$ cat config.mk
export PLATFORM = sky130hd
export DESIGN_NAME = nonce_sweep_scheduler_flat
export DESIGN_NICKNAME = d
export VERILOG_FILES = /design/src/rtl/nonce_sweep_scheduler_if.sv /design/src/rtl/nonce_sweep_scheduler.sv /design/src/flat_wrapper.sv
export SDC_FILE = /design/constraint.sdc
export NUM_CORES = 1
export LEC_CHECK = 0
export CAP_MARGIN = 20
export CORE_AREA = 5 5 328 330
export CTS_CLUSTER_DIAMETER = 40
export DETAILED_ROUTE_END_ITERATION = 16
export DIE_AREA = 0 0 333 335
export MAX_ROUTING_LAYER = met4
export PLACE_DENSITY = 0.53
export SETUP_SLACK_MARGIN = 0.2
export SYNTH_ARGS = -nofsm -noshare
export SYNTH_HDL_FRONTEND = slang
export SYNTH_SLANG_ARGS = --single-unit
$ cat constraint.sdc
create_clock -name clk -period 23.8 [get_ports clk]
set_clock_uncertainty 0.15 [all_clocks]
set_input_delay 4.76 -clock clk [delete_from_list [all_inputs] [get_ports clk]]
set_output_delay 4.76 -clock clk [all_outputs]
set_load 0.01 [all_outputs]
$ cat src/rtl/nonce_sweep_scheduler_if.sv
// Scheduler bundle: header offer, SHA issue, in-order results, winning-nonce output.
// Stats ports appear only when NONCE_SCHED_STATS_EN is defined.
interface nonce_sweep_scheduler_if #(
  parameter int NONCE_W = 32,
  parameter int STATE_W = 352
);
  logic               blk_valid;
  logic               blk_ready;
  logic [STATE_W-1:0] blk_state;
  logic [NONCE_W-1:0] blk_nonce_first;
  logic [NONCE_W-1:0] blk_nonce_last;
  logic               stall;
  logic               issue_valid;
  logic               issue_new;
  logic [STATE_W-1:0] issue_state;
  logic [NONCE_W-1:0] issue_nonce;
  logic               issue_tag;
  logic               res_valid;
  logic               res_success;
  logic               res_tag;
  logic               out_valid;
  logic               out_ready;
  logic [NONCE_W-1:0] out_nonce;
  logic               overflow;
  logic               busy;
  logic               done;
`ifdef NONCE_SCHED_STATS_EN
  logic [47:0]        hashes_done;
  logic [15:0]        wins;

  modport master (
    output blk_valid, blk_state, blk_nonce_first, blk_nonce_last,
    output stall, res_valid, res_success, res_tag, out_ready,
    input  blk_ready, issue_valid, issue_new, issue_state,
    input  issue_nonce, issue_tag, out_valid, out_nonce,
    input  overflow, busy, done, hashes_done, wins
  );

  modport slave (
    input  blk_valid, blk_state, blk_nonce_first, blk_nonce_last,
    input  stall, res_valid, res_success, res_tag, out_ready,
    output blk_ready, issue_valid, issue_new, issue_state,
    output issue_nonce, issue_tag, out_valid, out_nonce,
    output overflow, busy, done, hashes_done, wins
  );
`else
  modport master (
    output blk_valid, blk_state, blk_nonce_first, blk_nonce_last,
    output stall, res_valid, res_success, res_tag, out_ready,
    input  blk_ready, issue_valid, issue_new, issue_state,
    input  issue_nonce, issue_tag, out_valid, out_nonce,
    input  overflow, busy, done
  );

  modport slave (
    input  blk_valid, blk_state, blk_nonce_first, blk_nonce_last,
    input  stall, res_valid, res_success, res_tag, out_ready,
    output blk_ready, issue_valid, issue_new, issue_state,
    output issue_nonce, issue_tag, out_valid, out_nonce,
    output overflow, busy, done
  );
`endif
endinterface

$ cat src/rtl/nonce_sweep_scheduler.sv
// Sweeps a nonce range into the SHA pipe, matches results, queues winners.
// NONCE_SCHED_STATS_EN adds saturating hashes_done / wins counters.
module nonce_sweep_scheduler #(
  parameter int NONCE_W    = 32,
  parameter int STATE_W    = 352,
  parameter int FIFO_DEPTH = 4,
  parameter int INFLIGHT_W = 8
) (
  input logic clk,
  input logic rst,
  nonce_sweep_scheduler_if.slave bus
);
  localparam int AW = $clog2(FIFO_DEPTH);

  typedef enum logic [1:0] {IDLE, SWEEP, DRAIN} state_e;

  state_e                state_q, state_d;
  logic                  tag_q, tag_d;
  logic                  new_q, new_d;
  logic                  ovf_q, ovf_d;
  logic                  done_q, done_d;
  logic [STATE_W-1:0]    st_q, st_d;
  logic [NONCE_W-1:0]    nonce_q, nonce_d;
  logic [NONCE_W-1:0]    last_q, last_d;
  logic [NONCE_W-1:0]    rnonce_q, rnonce_d;
  logic [INFLIGHT_W-1:0] infl_q, infl_d;
  logic [AW:0]           wp_q, wp_d;
  logic [AW:0]           rp_q, rp_d;
  logic [NONCE_W-1:0]    mem_q [FIFO_DEPTH];

  logic accept, issue, match, dec;
  logic push, pop, empty, full, wr;

  // results carrying the old epoch tag, or arriving on an accept, are stale
  assign accept = bus.blk_valid;
  assign issue  = (state_q == SWEEP) && !bus.stall;
  assign match  = bus.res_valid && (bus.res_tag == tag_q) && !accept;
  assign dec    = match && (infl_q != '0);
  assign push   = match && bus.res_success;
  assign empty  = (wp_q == rp_q);
  assign full   = (wp_q[AW] != rp_q[AW]) &&
                  (wp_q[AW-1:0] == rp_q[AW-1:0]);
  assign pop    = !empty && bus.out_ready;
  assign wr     = push && (!full || pop);

  always_comb begin
    state_d  = state_q;
    tag_d    = tag_q;
    new_d    = new_q;
    ovf_d    = ovf_q;
    done_d   = 1'b0;
    st_d     = st_q;
    nonce_d  = nonce_q;
    last_d   = last_q;
    rnonce_d = rnonce_q;
    infl_d   = infl_q;
    wp_d     = wp_q;
    rp_d     = rp_q;

    if (issue && !dec)
      infl_d = infl_q + INFLIGHT_W'(1);
    else if (!issue && dec)
      infl_d = infl_q - INFLIGHT_W'(1);

    if (issue) begin
      nonce_d = nonce_q + NONCE_W'(1);
      new_d   = 1'b0;
    end
    if (match)
      rnonce_d = rnonce_q + NONCE_W'(1);
    if (wr)
      wp_d = wp_q + (AW+1)'(1);
    if (pop)
      rp_d = rp_q + (AW+1)'(1);
    if (push && full && !pop)
      ovf_d = 1'b1;

    unique case (state_q)
      IDLE: ;
      SWEEP: if (issue && (nonce_q == last_q)) state_d = DRAIN;
      DRAIN: if (infl_d == '0) begin
        state_d = IDLE;
        done_d  = 1'b1;
      end
      default: state_d = IDLE;
    endcase

    // an accept overrides everything, preempting any sweep in progress
    if (accept) begin
      state_d  = SWEEP;
      tag_d    = ~tag_q;
      new_d    = 1'b1;
      ovf_d    = 1'b0;
      done_d   = 1'b0;
      st_d     = bus.blk_state;
      nonce_d  = bus.blk_nonce_first;
      rnonce_d = bus.blk_nonce_first;
      last_d   = bus.blk_nonce_last;
      infl_d   = '0;
      wp_d     = '0;
      rp_d     = '0;
    end
  end

  always_ff @(posedge clk or posedge rst) begin
    if (rst) begin
      state_q  <= IDLE;
      tag_q    <= 1'b0;
      new_q    <= 1'b0;
      ovf_q    <= 1'b0;
      done_q   <= 1'b0;
      st_q     <= '0;
      nonce_q  <= '0;
      last_q   <= '0;
      rnonce_q <= '0;
      infl_q   <= '0;
      wp_q     <= '0;
      rp_q     <= '0;
      for (int i = 0; i < FIFO_DEPTH; i++)
        mem_q[i] <= '0;
    end else begin
      state_q  <= state_d;
      tag_q    <= tag_d;
      new_q    <= new_d;
      ovf_q    <= ovf_d;
      done_q   <= done_d;
      st_q     <= st_d;
      nonce_q  <= nonce_d;
      last_q   <= last_d;
      rnonce_q <= rnonce_d;
      infl_q   <= infl_d;
      wp_q     <= wp_d;
      rp_q     <= rp_d;
      if (wr)
        mem_q[wp_q[AW-1:0]] <= rnonce_q;
    end
  end

  assign bus.blk_ready   = 1'b1;
  assign bus.issue_valid = issue;
  assign bus.issue_new   = issue && new_q;
  assign bus.issue_state = st_q;
  assign bus.issue_nonce = nonce_q;
  assign bus.issue_tag   = tag_q;
  assign bus.out_valid   = !empty;
  assign bus.out_nonce   = mem_q[rp_q[AW-1:0]];
  assign bus.overflow    = ovf_q;
  assign bus.busy        = (state_q != IDLE);
  assign bus.done        = done_q;

`ifdef NONCE_SCHED_STATS_EN
  logic [47:0] hashes_q;
  logic [15:0] wins_q;

  always_ff @(posedge clk or posedge rst) begin
    if (rst) begin
      hashes_q <= '0;
      wins_q   <= '0;
    end else begin
      if (match && (hashes_q != '1))
        hashes_q <= hashes_q + 48'd1;
      if (wr && (wins_q != '1))
        wins_q <= wins_q + 16'd1;
    end
  end

  assign bus.hashes_done = hashes_q;
  assign bus.wins        = wins_q;
`endif
endmodule

$ cat src/flat_wrapper.sv
// flat-port wrapper written by rule: the top's interface ports become plain ports
module nonce_sweep_scheduler_flat 
#(
  parameter int NONCE_W    = 32,
  parameter int STATE_W    = 352,
  parameter int FIFO_DEPTH = 4,
  parameter int INFLIGHT_W = 8
)
  (clk, rst, bus_blk_valid, bus_blk_state, bus_blk_nonce_first, bus_blk_nonce_last, bus_stall, bus_res_valid, bus_res_success, bus_res_tag, bus_out_ready, bus_blk_ready, bus_issue_valid, bus_issue_new, bus_issue_state, bus_issue_nonce, bus_issue_tag, bus_out_valid, bus_out_nonce, bus_overflow, bus_busy, bus_done);
  nonce_sweep_scheduler_if #(.NONCE_W(NONCE_W), .STATE_W(STATE_W)) bus_i ();
  input logic clk;
  input logic rst;
  input wire logic [$bits(bus_i.blk_valid)-1:0] bus_blk_valid;
  input wire logic [$bits(bus_i.blk_state)-1:0] bus_blk_state;
  input wire logic [$bits(bus_i.blk_nonce_first)-1:0] bus_blk_nonce_first;
  input wire logic [$bits(bus_i.blk_nonce_last)-1:0] bus_blk_nonce_last;
  input wire logic [$bits(bus_i.stall)-1:0] bus_stall;
  input wire logic [$bits(bus_i.res_valid)-1:0] bus_res_valid;
  input wire logic [$bits(bus_i.res_success)-1:0] bus_res_success;
  input wire logic [$bits(bus_i.res_tag)-1:0] bus_res_tag;
  input wire logic [$bits(bus_i.out_ready)-1:0] bus_out_ready;
  output wire logic [$bits(bus_i.blk_ready)-1:0] bus_blk_ready;
  output wire logic [$bits(bus_i.issue_valid)-1:0] bus_issue_valid;
  output wire logic [$bits(bus_i.issue_new)-1:0] bus_issue_new;
  output wire logic [$bits(bus_i.issue_state)-1:0] bus_issue_state;
  output wire logic [$bits(bus_i.issue_nonce)-1:0] bus_issue_nonce;
  output wire logic [$bits(bus_i.issue_tag)-1:0] bus_issue_tag;
  output wire logic [$bits(bus_i.out_valid)-1:0] bus_out_valid;
  output wire logic [$bits(bus_i.out_nonce)-1:0] bus_out_nonce;
  output wire logic [$bits(bus_i.overflow)-1:0] bus_overflow;
  output wire logic [$bits(bus_i.busy)-1:0] bus_busy;
  output wire logic [$bits(bus_i.done)-1:0] bus_done;
  assign bus_i.blk_valid = bus_blk_valid;
  assign bus_i.blk_state = bus_blk_state;
  assign bus_i.blk_nonce_first = bus_blk_nonce_first;
  assign bus_i.blk_nonce_last = bus_blk_nonce_last;
  assign bus_i.stall = bus_stall;
  assign bus_i.res_valid = bus_res_valid;
  assign bus_i.res_success = bus_res_success;
  assign bus_i.res_tag = bus_res_tag;
  assign bus_i.out_ready = bus_out_ready;
  assign bus_blk_ready = bus_i.blk_ready;
  assign bus_issue_valid = bus_i.issue_valid;
  assign bus_issue_new = bus_i.issue_new;
  assign bus_issue_state = bus_i.issue_state;
  assign bus_issue_nonce = bus_i.issue_nonce;
  assign bus_issue_tag = bus_i.issue_tag;
  assign bus_out_valid = bus_i.out_valid;
  assign bus_out_nonce = bus_i.out_nonce;
  assign bus_overflow = bus_i.overflow;
  assign bus_busy = bus_i.busy;
  assign bus_done = bus_i.done;
  nonce_sweep_scheduler #(.NONCE_W(NONCE_W), .STATE_W(STATE_W), .FIFO_DEPTH(FIFO_DEPTH), .INFLIGHT_W(INFLIGHT_W)) u_core (.clk(clk), .rst(rst), .bus(bus_i));
endmodule
Word level (Yosys, flattened, before mapping):

Index checks and enable logic that the tools add are counted.

* register bits after elaboration: 596
* output and inout bits: 424

* $add $sub $neg: 6
* magnitude comparators: 3
* equality and inequality tests: 10
* muxes and demuxes: 28
* bitwise operators: 3
* reductions and logical operators: 33

Operator list (number)
* 32-bit 2-to-1 mux: 7
* 128-bit bitwise mux: 1
* 32-bit by 1-bit adder with 32-bit output, second input constant: 2
* 32-bit binary-select mux with 2-bit select: 1
* 32-bit demux with 2-bit select: 1
* 32-bit equality test: 1
* 8-bit 2-to-1 mux: 3
* 1-bit logical AND: 15
* 3-bit 2-to-1 mux: 4
* 2-bit nonzero test: 6
* 8-bit by 1-bit adder with 8-bit output, second input constant: 1
* 8-bit zero test: 1
* 8-bit nonzero test: 1
* 8-bit by 1-bit subtractor with 8-bit output, second input constant: 1
* 1-bit zero test: 7
* 1-bit 2-to-1 mux: 7
* 3-bit by 1-bit adder with 3-bit output, second input constant: 2
* 3-bit >= comparator, second input constant: 2
* 2-bit 2-to-1 mux: 3
* 2-bit NOT with 3-bit output: 2
* 2-bit one-hot mux with 3 select lines: 1
* 3-bit equality test: 1
* 3-bit by 1-bit < comparator with 1-bit output, second input constant: 1
* 3-bit by 2-bit != test with 1-bit output, second input constant: 1
* other kinds (11): 11

Longest topological paths before layout:

Gate-level depths: netlist (run 1).

* word-level depth: 11
* gate-level depth with buffers: 10

Worst setup path after synthesis (run 1):

Ideal clock, no wire load.

* path type: input-to-output
* start point: input bus_stall
* end point: output bus_issue_new
* arrival time: 5928 ps
* required time: 18890 ps
* slack: 12962 ps
* stages: 5
* cells stage by stage: or3b_1 -> buf_2 -> inv_2 -> clkbuf_1 -> and2_1

* word-level cells in the longest chain between the ends: 3

Ends and longest elaborated chain
* start, declared: RTL line flat_wrapper.sv:17 `input wire logic [$bits(bus_i.stall)-1:0] bus_stall;`
* 1-bit zero test: RTL line nonce_sweep_scheduler.sv:36 `assign issue = (state_q == SWEEP) && !bus.stall;`
* 1-bit logical AND: RTL line nonce_sweep_scheduler.sv:36
* named net bus_issue_valid: RTL line flat_wrapper.sv:23 `output wire logic [$bits(bus_i.issue_valid)-1:0] bus_issue_valid;`
* 1-bit logical AND: RTL line nonce_sweep_scheduler.sv:141 `assign bus.issue_new = issue && new_q;`
* end, declared: RTL line flat_wrapper.sv:24 `output wire logic [$bits(bus_i.issue_new)-1:0] bus_issue_new;`

The timed path passes the listed nets, and every way through them passes these cells.

Worst setup path after layout (run 1):

* start point: input bus_stall
* end point: output bus_issue_new

* word-level cells in the longest chain between the ends: 3

Ends and longest elaborated chain (RTL line)
* 1-bit zero test: nonce_sweep_scheduler.sv:36
* 1-bit logical AND: nonce_sweep_scheduler.sv:36
* 1-bit logical AND: nonce_sweep_scheduler.sv:141

No other way between the ends.

==> flow_summary.toml, run 1 <==
[clocking]
numClockSinks = 596
clk_path_buf_depth = 3
cts_setup_buffers = 0
clkLatencyLatePin_ps = 680
cts_root_buffer = "clkbuf_16"
cts_tree = "built"
holdBufCountCts = 0
htree_num_levels = 3
cts_buffers = 109
clk_pin_slew_ps = 60
post_cts_resized = 0

[synthesis]
synth-simple-area-share_pct = 4.20
syn_inst = 1660
synth_top_area_share_pct = 60.3
ys_seq_area_share_pct = 60.3
synth_fa_ha_area_share_pct = 0.505
yosys.area.top_type = "dfrtp_1"
synth_nets = 2094
synthXorXnorAreaFrac_pct = 3.82
synthTopCellsByArea = "dfrtp_1, mux2_2, mux2_1"
synth_area_sq_um = 24800
syn_area_per_cell_sq_um = 14.9
synth_ff_type = "dfrtp_1"
muxShareOfSynthArea_pct = 28.0
async_flop_share_pct = 100
synth_compound_area_share_pct = 1.50
synth_edf_count = 0
yosys_warnings = 0
ys_ff_latch = 596
synth_top_family_by_area = "multiplexers"
ys_types = 52

[timing]
finalSetupViolCount = 0
finalCritPeriodShare_pct = 49.5
hold_ws_ps = 329
worst_slack_ps = 12020
fin_tns_setup_ps = 0
period_needed_ps = 11780
relSlewSlack_pct = 25.1
rsz0062_at_grt = "no"
maxSlewViolCount = 0
max_freq_mhz = 84.9
worstMarginPinSlew_ps = 1120
hold_violations = 0

[worst_setup_path]
cp_max_fo = 17
startpoint_type = "primary input"
crit_end = "bus_issue_new"
worstSetupPathType = "in2out"
r2r-start = "u_core.bus.issue_tag"
arrival_ps = 6870
reg2reg_depth = 7
reg2reg_slack_ps = 20300
endpoint_kind = "primary output"
timing.rr.end = "u_core.mem_q[28]"
crit_start = "bus_stall"
cp.required_ps = 18890

[run]
maxCapViolations = 0

[detailed_routing]
routed-wl-met2_microns = 51200
drc = 0
via_per_inst = 4.38
drtAntennaViolNets = 0
first_iter_violations = 878
top_layer_used = "met4"
wl_met3_microns = 13400
num_vias = 17900
wire_per_inst_microns = 27.8
wirelength_microns = 113000
drt_pass1_iterations = 5
wl_met1_microns = 45900

[layout]
final_core_util_pct = 37.2
layout.cells.non_filler = 4082
nets = 2980
drive_above_1_share_pct = 26.3
postLayoutCellArea_sq_um = 38900
area_growth_pct = 57.1
layout_commonest_cell = "clkdlybuf4s50_1"
layout_common_cells = "clkdlybuf4s50_1, dfrtp_1, mux2_2, mux2_1, clkbuf_16"

[outcome]
status = "completed"

[power]
power.leakage_nw = 15.9
vdd_drop_max_mv = 0.0598
totalPowerFinal_mw = 3.58
p_per_area_nw_per_um2 = 92.1

[grt]
grt_overflow_total = 0
grt_max_degree = 165
antenna_found_initial = 62
groute.usage.overall_pct = 20.3
grt_pass1_vias = 19500
grt_pass1_wl_microns = 157000

[floorplanning]
fp-row-count = 119
start_util_pct = 23.7
dieArea_sq_um = 112000
die_h_microns = 335
core_area_sq_um = 105000
io_pins = 848
die_w_microns = 333

[placed_design]
dp.cells = 3823
gp_congestion = 0.895
port_buffers = 846
dp_hpwl_microns = 91100
place_area_sq_um = 34800
place_ws_ps = 12010

[hold_path]
hold_path_class = "reg2reg"
cells in the mapped netlist, types with 18 or more instances:
cell type	instances
xor2_1	30
mux2_1	119
mux4_2	32
a21oi_1	18
xnor2_1	78
nand2_1	37
nand4_1	27
nor2_1	46
clkbuf_1	71
nand3_1	29
mux2_2	429
dfrtp_1	596
sequential cells by signal, summed over array words and instances, names as in the netlist, 2 cells and up:
register	count
u_core.last_q	32
u_core.wp_q	3
u_core.bus.issue_state	352
u_core.mem_q	128
u_core.infl_q	8
u_core.rnonce_q	32
u_core.state_q	2
u_core.bus.issue_nonce	32
u_core.rp_q	3
how the worst min path moves through the flow:
stage	start	to	slack, ps	depth (start not counted)
floorplan	u_core.new_q	u_core.new_q	290	2
global placement	u_core.mem_q[46]	u_core.mem_q[46]	310	1
detailed placement	u_core.mem_q[48]	u_core.mem_q[48]	320	1
CTS	u_core.mem_q[48]	u_core.mem_q[48]	330	1
global route	u_core.mem_q[26]	u_core.mem_q[26]	340	1
finish	u_core.mem_q[48]	u_core.mem_q[48]	330	1
critical path, stage by stage:
cell	delay (ps)
clkdlybuf4s50_1	430
or3b_1	530
inv_2	340
and2_1	230
clkdlybuf4s50_1	570
kinds of logic (layout without fill, tap and decap cells):
kind of cell             Yosys count  in the layout
flip-flops                       596            596
multiplexers                     583            583
AND/OR/NAND/NOR                  201            201
XOR/XNOR                         108            108
buffers and inverters            108           1087
AO/OA/AOI/OAI                     53             53
adder cells (fa/ha/maj)           10             10
other                              1             53
cell type report:
cell class | instances | area [sq um]
clock buffers | 130 | 2980
flip-flops and latches | 596 | 14900
diodes | 52 | 130
multi-input cells | 956 | 9410
clock inverters | 74 | 947
repair buffers | 867 | 8710
well taps | 1391 | 1740
fillers | 10000 | 65600
inverters | 16 | 68.8
report_power, final:
part	internal [mW]	switching (mW)
combinational	0.390	0.312
clock	1.06	0.577
sequential	1.14	0.0963
per-layer routing:
metal	vias up	GRT usage (%)
met4	0	4.76
met3	164	10.6
met5	-	-
met1	9208	24.0
met2	676	30.9
li1	7825	-
No activity file was read; power rests on OpenSTA's default activity.
==> run 2: changes to the inputs <==
Clock period 23.8 ns to 11.65 ns, I/O delays scaled along.
==> flow_summary.toml, run 2 (synthesis gave the netlist of run 1 again) <==
[clocking]
clk_pin_slew_ps = 60
cts_setup_buffers = 0
cts_root_buffer = "clkbuf_16"
numClockSinks = 596
cts_buffers = 110
cts_tree = "built"
clkLatencyLatePin_ps = 690
holdBufCountCts = 0
post_cts_resized = 0
htree_num_levels = 3
clk_path_buf_depth = 3

[grt]
grt_pass1_vias = 19500
grt_max_degree = 160
antenna_found_initial = 66
grt_pass1_wl_microns = 154000
groute.usage.overall_pct = 20.0
grt_overflow_total = 0

[detailed_routing]
drt_pass1_iterations = 7
wire_per_inst_microns = 27.3
drc = 0
drtAntennaViolNets = 0
via_per_inst = 4.35
num_vias = 17800
first_iter_violations = 874
wirelength_microns = 112000

[worst_setup_path]
reg2reg_slack_ps = 8170
crit_chain = "clkdlybuf4s50_1, or3b_1, inv_2, and2_1, clkdlybuf4s50_1"
timing.rr.end = "u_core.mem_q[94]"
arrival_ps = 4510
slowest_stage = "clkdlybuf4s50_1"
cp_num_buf_inv = 3
worstSetupPathType = "in2out"
endpoint_kind = "primary output"
reg2reg_depth = 7
cp.required_ps = 9170
cp.depth = 5
critPathTopFamily = "buffers and inverters"
slowest_delay_ps = 570
startpoint_type = "primary input"
cp_max_fo = 17
r2r-start = "u_core.bus.issue_tag"
path_common_cell = "clkdlybuf4s50_1"

[layout]
area_growth_pct = 56.9
layout_commonest_cell = "clkdlybuf4s50_1"
largest_register_ffs = 352
final_core_util_pct = 37.2
nets = 2977
layout_common_cells = "clkdlybuf4s50_1, dfrtp_1, mux2_2, mux2_1, clkbuf_16"
ff_latch_area_sq_um = 14900
nFillCells = 9989
drive_above_1_share_pct = 26.2
multi_input_area_sq_um = 9410

[floorplanning]
io_pins = 848
core_area_sq_um = 105000
start_util_pct = 23.7
dieArea_sq_um = 112000
die_w_microns = 333
fp-row-count = 119
die_h_microns = 335

[placed_design]
port_buffers = 846
gp_congestion = 0.879
dp_hpwl_microns = 89800

[timing]
rsz0062_at_grt = "no"
finalCritPeriodShare_pct = 60.0
hold_violations = 0
period_needed_ps = 6990
relSlewSlack_pct = 30.8
max_freq_mhz = 143
finalSetupViolCount = 0
maxSlewViolCount = 0
fin_tns_setup_ps = 0
worstMarginPinSlew_ps = 1040

[hold_path]
min_path_cells = 2
hp-start = "u_core.new_q"
holdPathEnd = "u_core.new_q"
hold_path_class = "reg2reg"

[power]
p_per_area_nw_per_um2 = 187
vdd_drop_max_mv = 0.122
power.leakage_nw = 15.8

[run]
maxCapViolations = 0

[outcome]
status = "completed"
-- run 2: cell count changes in the layout (fill, tap and decap cells not counted), sizes merged --
cell,before,now
diode,52,59
buf,22,18
bufinv,15,11
clkinvlp,13,17
clkbuf,130,133
inv,28,29
-- run 2: final cells by class --
class / count / share of cell area [%]
sequential: 596 / 38.4
multi-input combinational: 956 / 24.2
timing repair buffer: 863 / 22.3
clock buffer: 133 / 7.67
tap: 1391 / 4.48
clock inverter: 75 / 2.42
antenna: 59 / 0.380
inverter: 16 / 0.167
-- run 2: per-layer routing --
layer	global-route usage (%)	up-vias	part of all wire (%)	routed length (microns)
met5	-	-	0	0
met4	7.69	0	4.2	4670
met3	12.6	188	14	15700
met2	29.3	775	44	49100
met1	22.1	9006	38	42200
li1	-	7837	-	-
-- run 2: worst max path at each step --
stage	from	end	slack (ps)
5_1_grt	bus_stall	bus_issue_new	4610
6_report	bus_stall	bus_issue_new	4660
3_5_place_dp	bus_stall	bus_issue_new	4670
2_1_floorplan	rst	u_core.bus.done	1040
4_1_cts	bus_stall	bus_issue_new	4660
3_3_place_gp	bus_stall	bus_issue_new	4720
-- run 2: per-stage QoR --
step	cells	setup WS [ps]	total power [mW]	hold WS, ps	cell area (sq um)
floorplan	1660	1040	3.12	289	24800
global placement	3822	4720	3.98	311	34800
detailed placement	3822	4670	4.02	316	34800
CTS	4030	4660	7.38	327	38700
global route	4086	4610	7.57	345	38800
finish	4089	4660	7.27	321	38800
-- run 2: worst register-to-register path: stages (launching register included) --
cell,delay (ps)
dfrtp_1,420
xor2_1,210
nor2_1,600
nand2_1,130
nor2_1,310
and2_1,630
buf_4,490
mux2_2,420
-- run 2: power breakdown --
part           switching, mW  internal, mW  leakage [nW]
logic                  0.638         0.794          6.77
clock network           1.21          2.10          1.87
registers              0.200          2.33          7.20
total                   2.04          5.22          15.8
